### src/rtl/img2col_pkg.sv
// img2col_pkg: definitions shared by the img2col mapping blocks.
//   ADDR_W          width of PU number, PU address, row and round buses
//                   (shared with Map_Control)
//   DEFAULT_DATA_W  default pixel width
//   DEFAULT_K       default pixels per window column
//   TAG_W           width of the optional {row, round} column tag
//   resp_state_t    PU responder state: IDLE, FILL, EMIT
//   wrap_inc        modulo-row increment for the window counter
package img2col_pkg;

  localparam int ADDR_W         = 6;
  localparam int DEFAULT_DATA_W = 8;
  localparam int DEFAULT_K      = 5;
  localparam int TAG_W          = 2 * ADDR_W;

  typedef enum logic [1:0] {
    IDLE = 2'd0,
    FILL = 2'd1,
    EMIT = 2'd2
  } resp_state_t;

  // Next window count; row-1 wraps back to zero.
  function automatic logic [ADDR_W-1:0] wrap_inc(input logic [ADDR_W-1:0] v,
                                                 input int row);
    if (int'(v) >= row - 1) return '0;
    return v + ADDR_W'(1);
  endfunction

endpackage

### src/rtl/img2col_pu_responder_if.sv
// img2col_pu_responder_if: window-column output channel of a PU responder.
// Optional macro IMG2COL_RESP_TAG_EN adds the win_tag signal.
//
// Handshake: the master raises win_valid with win_data/win_idx (and win_tag)
// and holds all of them stable until a cycle where win_ready is also high;
// that cycle is the transfer. win_ready may be raised or dropped at any time
// and has no effect while win_valid is low.
//
//   win_valid  master->slave  column valid
//   win_ready  slave->master  downstream ready
//   win_data   master->slave  K*DATA_W column, entry i at [i*DATA_W +: DATA_W]
//   win_idx    master->slave  window count modulo ROW
//   win_tag    master->slave  {row_no, round_no} of the column's first pixel
interface img2col_pu_responder_if
  import img2col_pkg::*;
#(
  parameter int K      = DEFAULT_K,
  parameter int DATA_W = DEFAULT_DATA_W
) ();

  logic                  win_valid;
  logic                  win_ready;
  logic [K*DATA_W-1:0]   win_data;
  logic [ADDR_W-1:0]     win_idx;
`ifdef IMG2COL_RESP_TAG_EN
  logic [TAG_W-1:0]      win_tag;
`endif

  modport master (
    output win_valid,
    output win_data,
    output win_idx,
`ifdef IMG2COL_RESP_TAG_EN
    output win_tag,
`endif
    input  win_ready
  );

  modport slave (
    input  win_valid,
    input  win_data,
    input  win_idx,
`ifdef IMG2COL_RESP_TAG_EN
    input  win_tag,
`endif
    output win_ready
  );

endinterface

### src/rtl/img2col_pu_responder_pu_col_buffer.sv
// pu_col_buffer: K x DATA_W column register file with a per-entry write mask.
//   clk, nrst  clock, synchronous active-low reset (clears data and mask)
//   wr_en      write strobe; wr_addr selects the entry, wr_data is stored
//   clr        clears the mask only (data is kept); wins over wr_en
//   full       all K mask bits set (registered mask)
//   col        packed column, entry i at [i*DATA_W +: DATA_W]
module pu_col_buffer
  import img2col_pkg::*;
#(
  parameter int K      = DEFAULT_K,
  parameter int DATA_W = DEFAULT_DATA_W
) (
  input  logic                clk,
  input  logic                nrst,
  input  logic                wr_en,
  input  logic [ADDR_W-1:0]   wr_addr,
  input  logic [DATA_W-1:0]   wr_data,
  input  logic                clr,
  output logic                full,
  output logic [K*DATA_W-1:0] col
);

  logic [K-1:0]      mask;
  logic [DATA_W-1:0] mem [K];

  always_ff @(posedge clk) begin
    if (!nrst) begin
      mask <= '0;
      for (int i = 0; i < K; i++) mem[i] <= '0;
    end else if (clr) begin
      mask <= '0;
    end else if (wr_en) begin
      // Decoded compare keeps out-of-range addresses harmless.
      for (int i = 0; i < K; i++) begin
        if (wr_addr == ADDR_W'(i)) begin
          mem[i]  <= wr_data;
          mask[i] <= 1'b1;
        end
      end
    end
  end

  assign full = &mask;

  always_comb begin
    col = '0;
    for (int i = 0; i < K; i++) col[i*DATA_W +: DATA_W] = mem[i];
  end

endmodule

### src/rtl/img2col_pu_responder.sv
// img2col_pu_responder: per-PU responder of the img2col mapping protocol.
// Collects the K pixels addressed to PU_IDX, raises t_flag for one cycle when
// the column is complete, offers the column on the win channel, and after the
// transfer hands it to the neighbour PU with a one-cycle neighbour_out_flag.
// Optional macro IMG2COL_RESP_TAG_EN adds win_tag = {row_no, round_no}
// captured at the column's first pixel write.
//
//   clk, nrst           clock, synchronous active-low reset
//   pu_no, pu_add       target PU and pixel address from Map_Control
//   row_no, round_no    current row / round (feed the optional tag only)
//   map_finish          end of mapping pass
//   pix_in, pix_valid   pixel write data / strobe
//   win                 window column channel (master side)
//   t_flag              column-complete pulse to Map_Control
//   neighbour_out_flag  column-passed pulse
//   nb_data             column handed to the neighbour PU
//   dbg_state           current FSM state
module img2col_pu_responder
  import img2col_pkg::*;
#(
  parameter int ROW    = 28,
  parameter int K      = DEFAULT_K,
  parameter int DATA_W = DEFAULT_DATA_W,
  parameter int PU_IDX = 0
) (
  input  logic                     clk,
  input  logic                     nrst,
  input  logic [ADDR_W-1:0]        pu_no,
  input  logic [ADDR_W-1:0]        pu_add,
  input  logic [ADDR_W-1:0]        row_no,
  input  logic [ADDR_W-1:0]        round_no,
  input  logic                     map_finish,
  input  logic [DATA_W-1:0]        pix_in,
  input  logic                     pix_valid,
  img2col_pu_responder_if.master   win,
  output logic                     t_flag,
  output logic                     neighbour_out_flag,
  output logic [K*DATA_W-1:0]      nb_data,
  output resp_state_t              dbg_state
);

  resp_state_t         state, state_nxt;
  logic                wr_hit;
  logic                buf_wr, buf_clr;
  logic                col_full;
  logic [K*DATA_W-1:0] col;
  logic                fin_pend, fin_pend_nxt;
  logic [ADDR_W-1:0]   idx_q, idx_nxt;
  logic                handshake;
  logic                nb_flag_q;
  logic [K*DATA_W-1:0] nb_q;

  assign wr_hit    = pix_valid && (pu_no == ADDR_W'(PU_IDX)) && (pu_add < ADDR_W'(K));
  assign handshake = (state == EMIT) && win.win_ready;

  pu_col_buffer #(
    .K      (K),
    .DATA_W (DATA_W)
  ) u_buf (
    .clk     (clk),
    .nrst    (nrst),
    .wr_en   (buf_wr),
    .wr_addr (pu_add),
    .wr_data (pix_in),
    .clr     (buf_clr),
    .full    (col_full),
    .col     (col)
  );

  always_ff @(posedge clk) begin
    if (!nrst) begin
      state     <= IDLE;
      fin_pend  <= 1'b0;
      idx_q     <= '0;
      nb_flag_q <= 1'b0;
      nb_q      <= '0;
    end else begin
      state     <= state_nxt;
      fin_pend  <= fin_pend_nxt;
      idx_q     <= idx_nxt;
      nb_flag_q <= handshake;
      if (handshake) nb_q <= col;
    end
  end

  always_comb begin
    state_nxt    = state;
    fin_pend_nxt = fin_pend;
    idx_nxt      = idx_q;
    buf_wr       = 1'b0;
    buf_clr      = 1'b0;
    t_flag       = 1'b0;
    unique case (state)
      IDLE: begin
        if (map_finish) begin
          buf_clr = 1'b1;
          idx_nxt = '0;
        end else if (wr_hit) begin
          buf_wr    = 1'b1;
          state_nxt = FILL;
        end
      end
      FILL: begin
        // map_finish drops a coincident write and suppresses t_flag.
        if (map_finish) begin
          buf_clr   = 1'b1;
          idx_nxt   = '0;
          state_nxt = IDLE;
        end else begin
          buf_wr = wr_hit;
          // Registered mask: t_flag lands the cycle after the last write.
          if (col_full) begin
            t_flag    = 1'b1;
            state_nxt = EMIT;
          end
        end
      end
      EMIT: begin
        // A finish seen while offering is remembered and applied to the
        // counter once the column has been taken.
        if (map_finish) fin_pend_nxt = 1'b1;
        if (win.win_ready) begin
          buf_clr      = 1'b1;
          fin_pend_nxt = 1'b0;
          idx_nxt      = (fin_pend || map_finish) ? '0 : wrap_inc(idx_q, ROW);
          state_nxt    = IDLE;
        end
      end
      default: state_nxt = IDLE;
    endcase
  end

  assign win.win_valid   = (state == EMIT);
  assign win.win_data    = (state == EMIT) ? col : '0;
  assign win.win_idx     = idx_q;
  assign neighbour_out_flag = nb_flag_q;
  assign nb_data         = nb_q;
  assign dbg_state       = state;

`ifdef IMG2COL_RESP_TAG_EN
  logic [TAG_W-1:0] tag_q;
  logic             tag_load;

  // The write that leaves IDLE is the first pixel of a column.
  assign tag_load = (state == IDLE) && buf_wr;

  always_ff @(posedge clk) begin
    if (!nrst)         tag_q <= '0;
    else if (tag_load) tag_q <= {row_no, round_no};
  end

  assign win.win_tag = (state == EMIT) ? tag_q : '0;
`else
  // Row and round only feed the tag.
  logic unused_tag_inputs;
  assign unused_tag_inputs = ^{row_no, round_no};
`endif

endmodule

### src/flat_wrapper.sv
// flat-port wrapper written by rule: the top's interface ports become plain ports
module img2col_pu_responder_flat import img2col_pkg::*;
#(
  parameter int ROW    = 28,
  parameter int K      = DEFAULT_K,
  parameter int DATA_W = DEFAULT_DATA_W,
  parameter int PU_IDX = 0
)
  (clk, nrst, pu_no, pu_add, row_no, round_no, map_finish, pix_in, pix_valid, t_flag, neighbour_out_flag, nb_data, dbg_state, win_win_valid, win_win_data, win_win_idx, win_win_ready);
  img2col_pu_responder_if #(.K(K), .DATA_W(DATA_W)) win_i ();
  input  logic clk;
  input  logic nrst;
  input  logic [ADDR_W-1:0] pu_no;
  input  logic [ADDR_W-1:0] pu_add;
  input  logic [ADDR_W-1:0] row_no;
  input  logic [ADDR_W-1:0] round_no;
  input  logic map_finish;
  input  logic [DATA_W-1:0] pix_in;
  input  logic pix_valid;
  output logic t_flag;
  output logic neighbour_out_flag;
  output logic [K*DATA_W-1:0] nb_data;
  output resp_state_t dbg_state;
  output wire logic [$bits(win_i.win_valid)-1:0] win_win_valid;
  output wire logic [$bits(win_i.win_data)-1:0] win_win_data;
  output wire logic [$bits(win_i.win_idx)-1:0] win_win_idx;
  input wire logic [$bits(win_i.win_ready)-1:0] win_win_ready;
  assign win_win_valid = win_i.win_valid;
  assign win_win_data = win_i.win_data;
  assign win_win_idx = win_i.win_idx;
  assign win_i.win_ready = win_win_ready;
  img2col_pu_responder #(.ROW(ROW), .K(K), .DATA_W(DATA_W), .PU_IDX(PU_IDX)) u_core (.clk(clk), .nrst(nrst), .pu_no(pu_no), .pu_add(pu_add), .row_no(row_no), .round_no(round_no), .map_finish(map_finish), .pix_in(pix_in), .pix_valid(pix_valid), .win(win_i), .t_flag(t_flag), .neighbour_out_flag(neighbour_out_flag), .nb_data(nb_data), .dbg_state(dbg_state));
endmodule
### config.mk
export PLATFORM = sky130hd
export DESIGN_NAME = img2col_pu_responder_flat
export DESIGN_NICKNAME = d
export VERILOG_FILES = /design/src/rtl/img2col_pkg.sv /design/src/rtl/img2col_pu_responder_if.sv /design/src/rtl/img2col_pu_responder_pu_col_buffer.sv /design/src/rtl/img2col_pu_responder.sv /design/src/flat_wrapper.sv
export SDC_FILE = /design/constraint.sdc
export NUM_CORES = 1
export LEC_CHECK = 0
export BUFFER_PORTS_ARGS = -buffer_cell sky130_fd_sc_hd__buf_2
export CAP_MARGIN = 10
export CORE_MARGIN = 2
export CORE_UTILIZATION = 35
export CTS_CLUSTER_SIZE = 10
export DETAILED_ROUTE_END_ITERATION = 8
export PLACE_DENSITY = 0.61
export REMOVE_ABC_BUFFERS = 1
export SLEW_MARGIN = 0
export SYNTH_ARGS = -nofsm -noshare
export SYNTH_HDL_FRONTEND = slang
export SYNTH_SLANG_ARGS = --single-unit
### constraint.sdc
create_clock -name clk -period 3.9 [get_ports clk]
set_input_delay 1.17 -clock clk [delete_from_list [all_inputs] [get_ports clk]]
set_output_delay 1.17 -clock clk [all_outputs]
set_load 0.01 [all_outputs]
==> metrics, run 1 <==
status=complete, no violations; area of the multi-input gates=1460 µm²; DR pass1 iterations=5; RSZ-0062 raised after global routing=false; antenna cells=0; Synth area leaders=edfxtp_1 31%, dfxtp_1 28%, nand2_1 8.1%, a21boi_1 7.1%, and2_1 6.8%; max_cap viols=0; setup TNS=0 ps; Worst-path clk slew=80 ps; Pwr Total=1890 µW; starting density of the core=0.359; Critical Path Fanout Max=6; worst hold stages=2; ys async rst share=0; Nets=511; syn avg cell area=10.8 µm²; First DRT Iteration DRCs=108; Worst path max stage delay=280 ps; Fill cells=1,086; P_leak=0.00202 µW; Comb pwr share=0.035; critical path cell sequence=buf_2 -> nor3b_1 -> nor3b_1 -> buf_2; post-synthesis cell area=3890 µm²; Synth warnings=0; predominant post-synthesis flop cell=dfxtp_1; worst-margin pin slew=851 ps; clock share of power=0.401; critical path capture point type=output pin; Core ar.=10,800 µm²; hold wc startpoint=u_core.nb_data[35]; Worst Reg2Reg Path Length in Cells=4; drt total wl=9230 µm; Site Rows=38; WP data required=2730 ps; critical path type=in -> out; top-area cell type share of the netlist area=0.309; sequential area share after synthesis=0.592; Worst-Skew Late Latency=350 ps; fmax=322 MHz; global-route wire length before repair=13,900 µm; Final Critical Period=3110 ps; fin area=4820 µm²; cells after synthesis=361; Final Hold Vio Count=0; Peak supply drop=215 µV; Seq. cell area=2300 µm²; pwr dens=392 nW/µm²; sequential share of power=0.564; initial antenna violation count=0; sw frac=0.202; Buffers & Inverters on Critical Path=2; normalized max-slew margin=0.432; clk sinks=95; Placed Area=4590 µm²; grt ovf=0; number of vias per cell=4.76; R2R Path End=u_core.u_buf.mem[0][0]; Placer Congestion=0.765; Yosys reg bits=95; CP top delay family=simple AND/OR/NAND/NOR gates; post-cts resize count=0; DRC=0; Clock Tree Root=clkbuf_8; cell taking the most area after synthesis=edfxtp_1; register-to-register setup slack=1900 ps; final setup vio count=0; IO Port Bufs=115; R2R Path Start=u_core.dbg_state[1]; Ports=128; Hold Path Class=reg -> reg; Post-CTS Setup Inserts=0; clk buf depth=2; startpoint types=primary input; die footprint=12,000 µm²; Hold Buf Count CTS=0; Net Switching=381 µW; pre-CTS WS=789 ps; Tcrit/Tclk final=0.797; global-route usage over all layers=0.154; share of cells above drive strength 1=0.305; Cell variety after synth=38; Post-synth EDFFs=40; Vias=2,942; chip height=109 µm; largest net degree at the start of global routing=59; vias in the first global route=2,677; P_int=1510 µW; Area Overhead vs Synth=23.8%; CTS Buf Count=9; skew final=6.55 ps; CTS tree=built; slowest stage cell, crit path=nor3b_1; DP HPWL=6120 µm; critical path data arrival time=1940 ps; H-tree levels=3; die width=109 µm; Hold EP=u_core.nb_data[35]; pins over their slew limit=0; Post-DRT Antenna Nets=0; WL/cell=14.9 µm; worst setup margin=792 ps
-- routing by layer --
| metal | share of wire | up-vias | routed length [µm] | GRT usage |
|---|---|---|---|---|
| met1 | 0.47 | 1378 | 4320 | 0.213 |
| met3 | 0.060 | 4 | 550 | 0.0308 |
| li1 | - | 1469 | - | - |
| met5 | 0 | - | 0 | 0 |
| met2 | 0.47 | 91 | 4300 | 0.241 |
| met4 | 0.0074 | 0 | 68 | 0.0515 |
-- layout make-up --
| class | instances | share of cell area |
|---|---|---|
| timing repair buffer | 124 | 0.134 |
| inverter | 1 | 0.000779 |
| sequential | 95 | 0.478 |
| multi-input combinational | 242 | 0.304 |
| clock buffer | 12 | 0.0281 |
| clock inverter | 4 | 0.0195 |
| tap | 140 | 0.0364 |
-- cell families after synthesis --
logic type,share of synthesized area
xor+xnor,0.00225
fa+ha+maj,0.00321
flops,0.592
compound gates,0.110
simple gates,0.258
buf+inv,0.0350
-- worst max path at each step --
stage               slack (ps)  cells after the start        from     end
floorplan                 1030                      2  map_finish  t_flag
global placement           780                      4  map_finish  t_flag
detailed placement         790                      4  map_finish  t_flag
CTS                        780                      4  map_finish  t_flag
global route               670                      4  map_finish  t_flag
finish                     790                      4  map_finish  t_flag
-- synthesized netlist by cell type (2+ instances only) --
library cell / n
clkbuf_1: 10
o31ai_1: 5
nand2_1: 84
o21ai_0: 6
nor3b_1: 10
and2_1: 42
dfxtp_1: 55
o21a_1: 2
nor4_4: 2
buf_2: 4
nand4_1: 13
nor2b_1: 5
nor2_1: 3
edfxtp_1: 40
and3b_1: 2
a21boi_0: 4
o211ai_1: 2
buf_4: 7
buf_6: 2
o2bb2ai_1: 2
a21boi_1: 37
nand3_1: 8
-- sequential cells by signal, indices dropped and copies added, names as in the netlist --
signal,count
u_core.fin_pend,1
u_core.neighbour_out_flag,1
u_core.nb_data,40
u_core.u_buf.mem,40
u_core.win.win_idx,6
u_core.u_buf.mask,5
u_core.dbg_state,2
-- through the flow --
stage	utilization	hold WS [ps]	instances
after detailed placement	0.423	442	602
final	0.444	451	618
after global placement	0.423	439	602
after floorplan	-	448	338
after global routing	0.444	477	618
after CTS	0.444	456	618
-- worst min-delay path: cells and delay by family, from the launching register on --
family	cells	cell delay, ps
flip-flops	1	310
AND/OR/NAND/NOR	1	50
AO/OA/AOI/OAI	1	50
-- power by group through the flow --
stage	Clock (µW)	Combinational [µW]	Sequential, µW
after floorplan	0	25.7	1080
after global placement	0	66.3	1090
after detailed placement	0	67.3	1090
after CTS	781	67.5	1060
after global routing	813	71.7	1070
final	757	65.9	1060
-- placed cells by master (no fill, tap or decap), drive strengths merged, types with 3 or more instances in the layout --
cell	n
nor3b	11
clkbuf	12
nor2	3
o21ai	6
a21boi	41
nor2b	5
nand4	14
nand2	84
nand3	8
bufinv	3
dfxtp	55
nor4	3
buf	124
edfxtp	40
o31ai	5
and2	42
Note: power is estimated with default switching activity, not from simulation.
==> inputs of run 2 (changes only) <==
--- a/config.mk
+++ b/config.mk
@@ -5,13 +5,14 @@
 export SDC_FILE = /design/constraint.sdc
 export NUM_CORES = 1
 export LEC_CHECK = 0
+export ABC_AREA = 1
 export BUFFER_PORTS_ARGS = -buffer_cell sky130_fd_sc_hd__buf_2
 export CAP_MARGIN = 10
 export CORE_MARGIN = 2
 export CORE_UTILIZATION = 35
 export CTS_CLUSTER_SIZE = 10
 export DETAILED_ROUTE_END_ITERATION = 8
-export PLACE_DENSITY = 0.61
+export PLACE_DENSITY = 0.63
 export REMOVE_ABC_BUFFERS = 1
 export SLEW_MARGIN = 0
 export SYNTH_ARGS = -nofsm -noshare
==> constraint.sdc (replaced) <==
create_clock -name clk -period 2.55 [get_ports clk]
set_input_delay 0.765 -clock clk [delete_from_list [all_inputs] [get_ports clk]]
set_output_delay 0.765 -clock clk [all_outputs]
set_load 0.01 [all_outputs]
==> run 2 against run 1 <==
Compared with the run above:
- register-to-register slack worse by 1200 ps
- synthesized cell count increased by 13%
- combinational power up 53%
- largest cell class unchanged
- sequential share of layout area up 1.4 points
- critical endpoint is now win_win_data[19]
==> metrics, run 2 <==
status=complete, no violations; initial antenna violation count=0; First DRT Iteration DRCs=143; Synth warnings=0; Area Overhead vs Synth=24.7%; P_leak=0.00222 µW; largest net degree at the start of global routing=42; Final Critical Period=2330 ps; fmax=429 MHz; H-tree levels=3; slowest stage cell, crit path=dfxtp_2; Net Switching=639 µW; Post-synth top cells=66 x inv_1, 61 x nor2_1, 55 x dfxtp_1, 51 x nand3_1, 46 x o21ai_0; Placer Congestion=0.742; P_int=2010 µW; Post-DRT Antenna Nets=0; final setup vio count=0; Post-synth EDFFs=40; main combinational cell family by area after synthesis=simple AND/OR/NAND/NOR gates; commonest non-fill, non-tap cell in the layout=buf_2; Worst-path clk slew=100 ps; hold wc startpoint=u_core.win.win_idx[5]; critical path capture point type=output pin; Post-Synth XOR/XNOR Area=0.00233; Worst path max stage delay=400 ps; Hold Path Class=reg -> reg; number of vias per cell=4.60; Nets=561; post-synthesis cell area=3750 µm²; Yosys reg bits=95; worst hold stages=2; sequential share of power=0.608; Placed Area=4480 µm²; global-route usage over all layers=0.163; fin area=4680 µm²; RSZ-0062 raised after global routing=false; Comb pwr share=0.038; IO Port Bufs=115; Final Hold Vio Count=0; Clock Tree Root=clkbuf_8; Core ar.=10,400 µm²; starting density of the core=0.362; critical path data arrival time=1560 ps; predominant post-synthesis flop cell=dfxtp_1; Peak supply drop=212 µV; Cell variety after synth=28; clk sinks=95; grt ovf=0; final design utilization=0.451; global-route wire length before repair=14,400 µm; Synth Area in Compound Gates=0.0774; cells after synthesis=408; WP data required=1790 ps; sequential area share after synthesis=0.614; Site Rows=37; share of cells above drive strength 1=0.307; critical path cell sequence=inv_1 -> nor2_4 -> inv_6 -> nor2_1 -> buf_2; chip height=108 µm; ys async rst share=0; register-to-register setup slack=700 ps; DP HPWL=6300 µm; pins over their slew limit=0; Ports=128; die width=108 µm; WL/cell=13.5 µm; skew final=9.93 ps; adder-cell share of the synthesized area=0.00333; multiplexer share of the synthesized area=0; simple-gate share of the synthesized area=0.216; antenna cells=0; DR pass1 iterations=5; Fill cells=1,041; worst-margin pin slew=484 ps; R2R Path End=u_core.u_buf.mem[0][36]; drt total wl=8940 µm; critical path type=reg -> out; Tcrit/Tclk final=0.913; Worst Reg2Reg Path Length in Cells=6; Synth area leaders=edfxtp_1 32%, dfxtp_1 29%, nand3_1 6.8%, inv_1 6.6%, o21ai_0 6.1%; Critical Path Fanout Max=41; R2R Path Start=u_core.dbg_state[0]; top-area cell type share of the netlist area=0.320; most frequent cells in the layout=115 x buf_2, 66 x inv_1, 61 x nor2_1, 54 x dfxtp_1, 51 x nand3_1; CTS Buf Count=9; die footprint=11,600 µm²; CTS tree=built; clk buf depth=2; cell with the most instances after synthesis=inv_1; setup TNS=0 ps; sw frac=0.241; pwr dens=566 nW/µm²; cell taking the most area after synthesis=edfxtp_1; syn avg cell area=9.20 µm²; max_cap viols=0; clock share of power=0.354; DRC=0; vias in the first global route=2,980; area of the multi-input gates=1130 µm²; Vias=3,056; Worst-Skew Late Latency=370 ps; Post-CTS Setup Inserts=0; normalized max-slew margin=0.677; Hold EP=u_core.win.win_idx[5]; Seq. cell area=2300 µm²; startpoint types=register
-- run 2: cell count changes after synthesis, moves of 10 or more --
| cell | previous run | this run |
|---|---|---|
| o21ai_0 | 6 | 46 |
| nor2_1 | 3 | 61 |
| nand3_1 | 8 | 51 |
| nand4_1 | 13 | 2 |
| and2_1 | 42 | 0 |
| inv_1 | 1 | 66 |
| nand2_1 | 84 | 31 |
| a21boi_1 | 37 | 0 |
| nor3b_1 | 10 | 0 |
-- run 2: routing by layer --
| metal | global-route usage | vias to the layer above | part of all wire |
|---|---|---|---|
| met5 | 0 | - | 0 |
| met4 | 0.0687 | 0 | 0.021 |
| met3 | 0.0224 | 14 | 0.039 |
| met2 | 0.278 | 82 | 0.49 |
| met1 | 0.206 | 1419 | 0.45 |
| li1 | - | 1541 | - |
-- run 2: area by class of cell --
class,count,share of cell area
timing repair buffer,122,0.134
clock buffer,9,0.0265
multi-input combinational,226,0.241
inverter,69,0.0564
sequential,95,0.492
tap,136,0.0364
clock inverter,7,0.0136
-- run 2: power groups by stage --
stage               clock network, µW  registers (µW)  logic [µW]
global placement                    0            1640         102
detailed placement                  0            1640         102
finish                            937            1610         101
global route                     1030            1610         116
CTS                               972            1610         103
floorplan                           0            1640        42.6
-- run 2: cell families (layout without fill, tap and decap cells) --
family	count (synthesis)	in the layout
buffers and inverters	87	207
XOR/XNOR	1	1
AO/OA/AOI/OAI	57	57
adder cells (fa/ha/maj)	1	1
AND/OR/NAND/NOR	167	167
flip-flops	95	95
-- run 2: what timing repair did --
action                                  4_1_cts  5_1_grt
pin swaps                                     0        0
resized for setup                             2        2
endpoints found under the setup margin       40       31
gates cloned                                  0        0
hold buffers                                  0        0
-- run 2: per-stage QoR --
step                      hold slack [ps]  instances  worst slack [ps]  total power [µW]
after floorplan                       432        390               529              1680
after global placement                438        648               259              1750
after detailed placement              440        648               240              1750
after CTS                             456        664              2.63              2680
after global routing                  483        664              97.3              2760
final                                 453        664               221              2650
-- run 2: worst max-delay path: cells and delay by family (launching register included) --
kind          cells  cell delay, ps
buf+inv           3             420
simple gates      2             360
flops             1             400
-- run 2: how the worst max path moves through the flow --
stage,from,endpoint,cells past startpoint
after floorplan,win_win_ready,u_core.u_buf.mem[0][0],7
after global placement,pu_add[5],u_core.u_buf.mem[0][20],8
after detailed placement,pu_add[5],u_core.u_buf.mem[0][20],8
after CTS,u_core.dbg_state[1],win_win_data[19],5
after global routing,u_core.dbg_state[1],win_win_data[19],5
final,u_core.dbg_state[1],win_win_data[19],5
==> inputs of run 3 (changes only) <==
--- a/config.mk
+++ b/config.mk
@@ -8,7 +8,6 @@
 export ABC_AREA = 1
 export BUFFER_PORTS_ARGS = -buffer_cell sky130_fd_sc_hd__buf_2
 export CAP_MARGIN = 10
-export CORE_MARGIN = 2
 export CORE_UTILIZATION = 35
 export CTS_CLUSTER_SIZE = 10
 export DETAILED_ROUTE_END_ITERATION = 8
==> run 3 against run 2 <==
Compared with the run above:
- utilization increased by 0.42 points
- critical endpoint is now win_win_data[16]
- setup slack improved by 19 ps
- first-iteration DRC count increased by 13%
- clock power increased by 5.1%
- largest power group unchanged
==> metrics, run 3 (synthesis results as in run 2) <==
skew final=11.7 ps; register-to-register setup slack=610 ps; starting density of the core=0.362; Critical Path Fanout Max=41; share of cells above drive strength 1=0.308; met2 routed WL=4240 µm; commonest non-fill, non-tap cell in the layout=buf_2; pins over their slew limit=0; Hold Path Class=reg -> reg; DR top layer=met4; vias in the first global route=2,974; Final Non-Filler Cells=668; clk sinks=95; Clock Tree Root=clkbuf_8; chip height=106 µm; Final Critical Period=2310 ps; Vias=3,083; DRC=0; Ports=128; First DRT Iteration DRCs=162; critical path type=reg -> out; fin area=4720 µm²; max_cap viols=0; global-route wire length before repair=14,400 µm; clk buf depth=2; WHS=458 ps; DP HPWL=6230 µm; worst-margin pin slew=469 ps; most frequent cells in the layout=115 x buf_2, 66 x inv_1, 61 x nor2_1, 55 x dfxtp_1, 51 x nand3_1; Placer Congestion=0.748; slowest stage cell, crit path=dfxtp_1; die width=106 µm; RSZ-0062 raised after global routing=false; Worst path max stage delay=450 ps; DR pass1 iterations=4; Nets=565; critical path data arrival time=1550 ps; WL/cell=13.3 µm; Buffers & Inverters on Critical Path=3; Peak supply drop=236 µV; Final Hold Vio Count=0; pwr dens=571 nW/µm²; grt ovf=0; largest net degree at the start of global routing=42; met1 WL=4110 µm; global-route usage over all layers=0.166; Site Rows=37; worst setup margin=240 ps; CTS Buf Count=9; Placed Area=4510 µm²; Core ar.=10,400 µm²; critical path cell sequence=inv_1 -> nor2_4 -> inv_6 -> nor2_1 -> buf_2; Post-DRT Antenna Nets=0; CP top delay family=flip-flops; initial antenna violation count=0; P_leak=0.00226 µW; die footprint=11,100 µm²; Tcrit/Tclk final=0.906; number of vias per cell=4.62; WP data required=1790 ps; fmax=433 MHz; metal3 WL=445 µm; final setup vio count=0; dpl cells=652; pre-CTS WS=225 ps; setup TNS=0 ps; startpoint types=register; Worst-path clk slew=90 ps; IO Port Bufs=115; critical path capture point type=output pin; CTS tree=built; drt total wl=8860 µm; status=complete, no violations; Area Overhead vs Synth=25.9%; Worst-Skew Late Latency=350 ps; normalized max-slew margin=0.687; antenna cells=0; Hold Buf Count CTS=0; H-tree levels=3
-- run 3: final timing paths --
check	cells past startpoint	to	start
hold reg to reg	2	u_core.win.win_idx[5]	u_core.win.win_idx[5]
setup reg to reg	9	u_core.win.win_idx[3]	u_core.dbg_state[0]
setup / recovery	5	win_win_data[16]	u_core.dbg_state[1]
hold / removal	2	u_core.win.win_idx[5]	u_core.win.win_idx[5]
-- run 3: where the power goes --
group | switching, µW | internal (µW)
clock | 512 | 474
combinational | 72.7 | 32.0
sequential | 6.43 | 1600
-- run 3: layer usage --
metal,global-route usage,up-vias
li1,-,1552
met2,0.284,101
met3,0.0371,6
met5,0,-
met4,0.0407,0
met1,0.212,1424
-- run 3: worst reg2reg max path: stages (launching register included) --
cell and delay (ps):
dfxtp_1 440, inv_2 90, nand3_4 90, buf_4 270
buf_4 340, nand2_1 200, inv_2 170, nor2_1 60
o21ai_1 130, a21oi_1 60
-- run 3: through the flow --
stage               total power [µW]  utilization
finish                          2700        0.455
global route                    2810        0.455
CTS                             2730        0.455
detailed placement              1750        0.435
global placement                1750        0.435
floorplan                       1680            -
-- run 3: layout make-up --
class                           count  area, µm²
Clock buffer                       12        178
Clock inverter                      4       25.0
Fill cell                        1076       5650
Inverter                           69        264
Multi-Input combinational cell    226       1130
Sequential cell                    95       2300
Tap cell                          136        170
Timing Repair Buffer              126        658
-- run 3: what timing repair did --
action,CTS,global route
endpoints found under the setup margin,3,39
buffers inserted,0,0
gates cloned,0,0
gates resized for setup,1,2
pin swaps,0,0
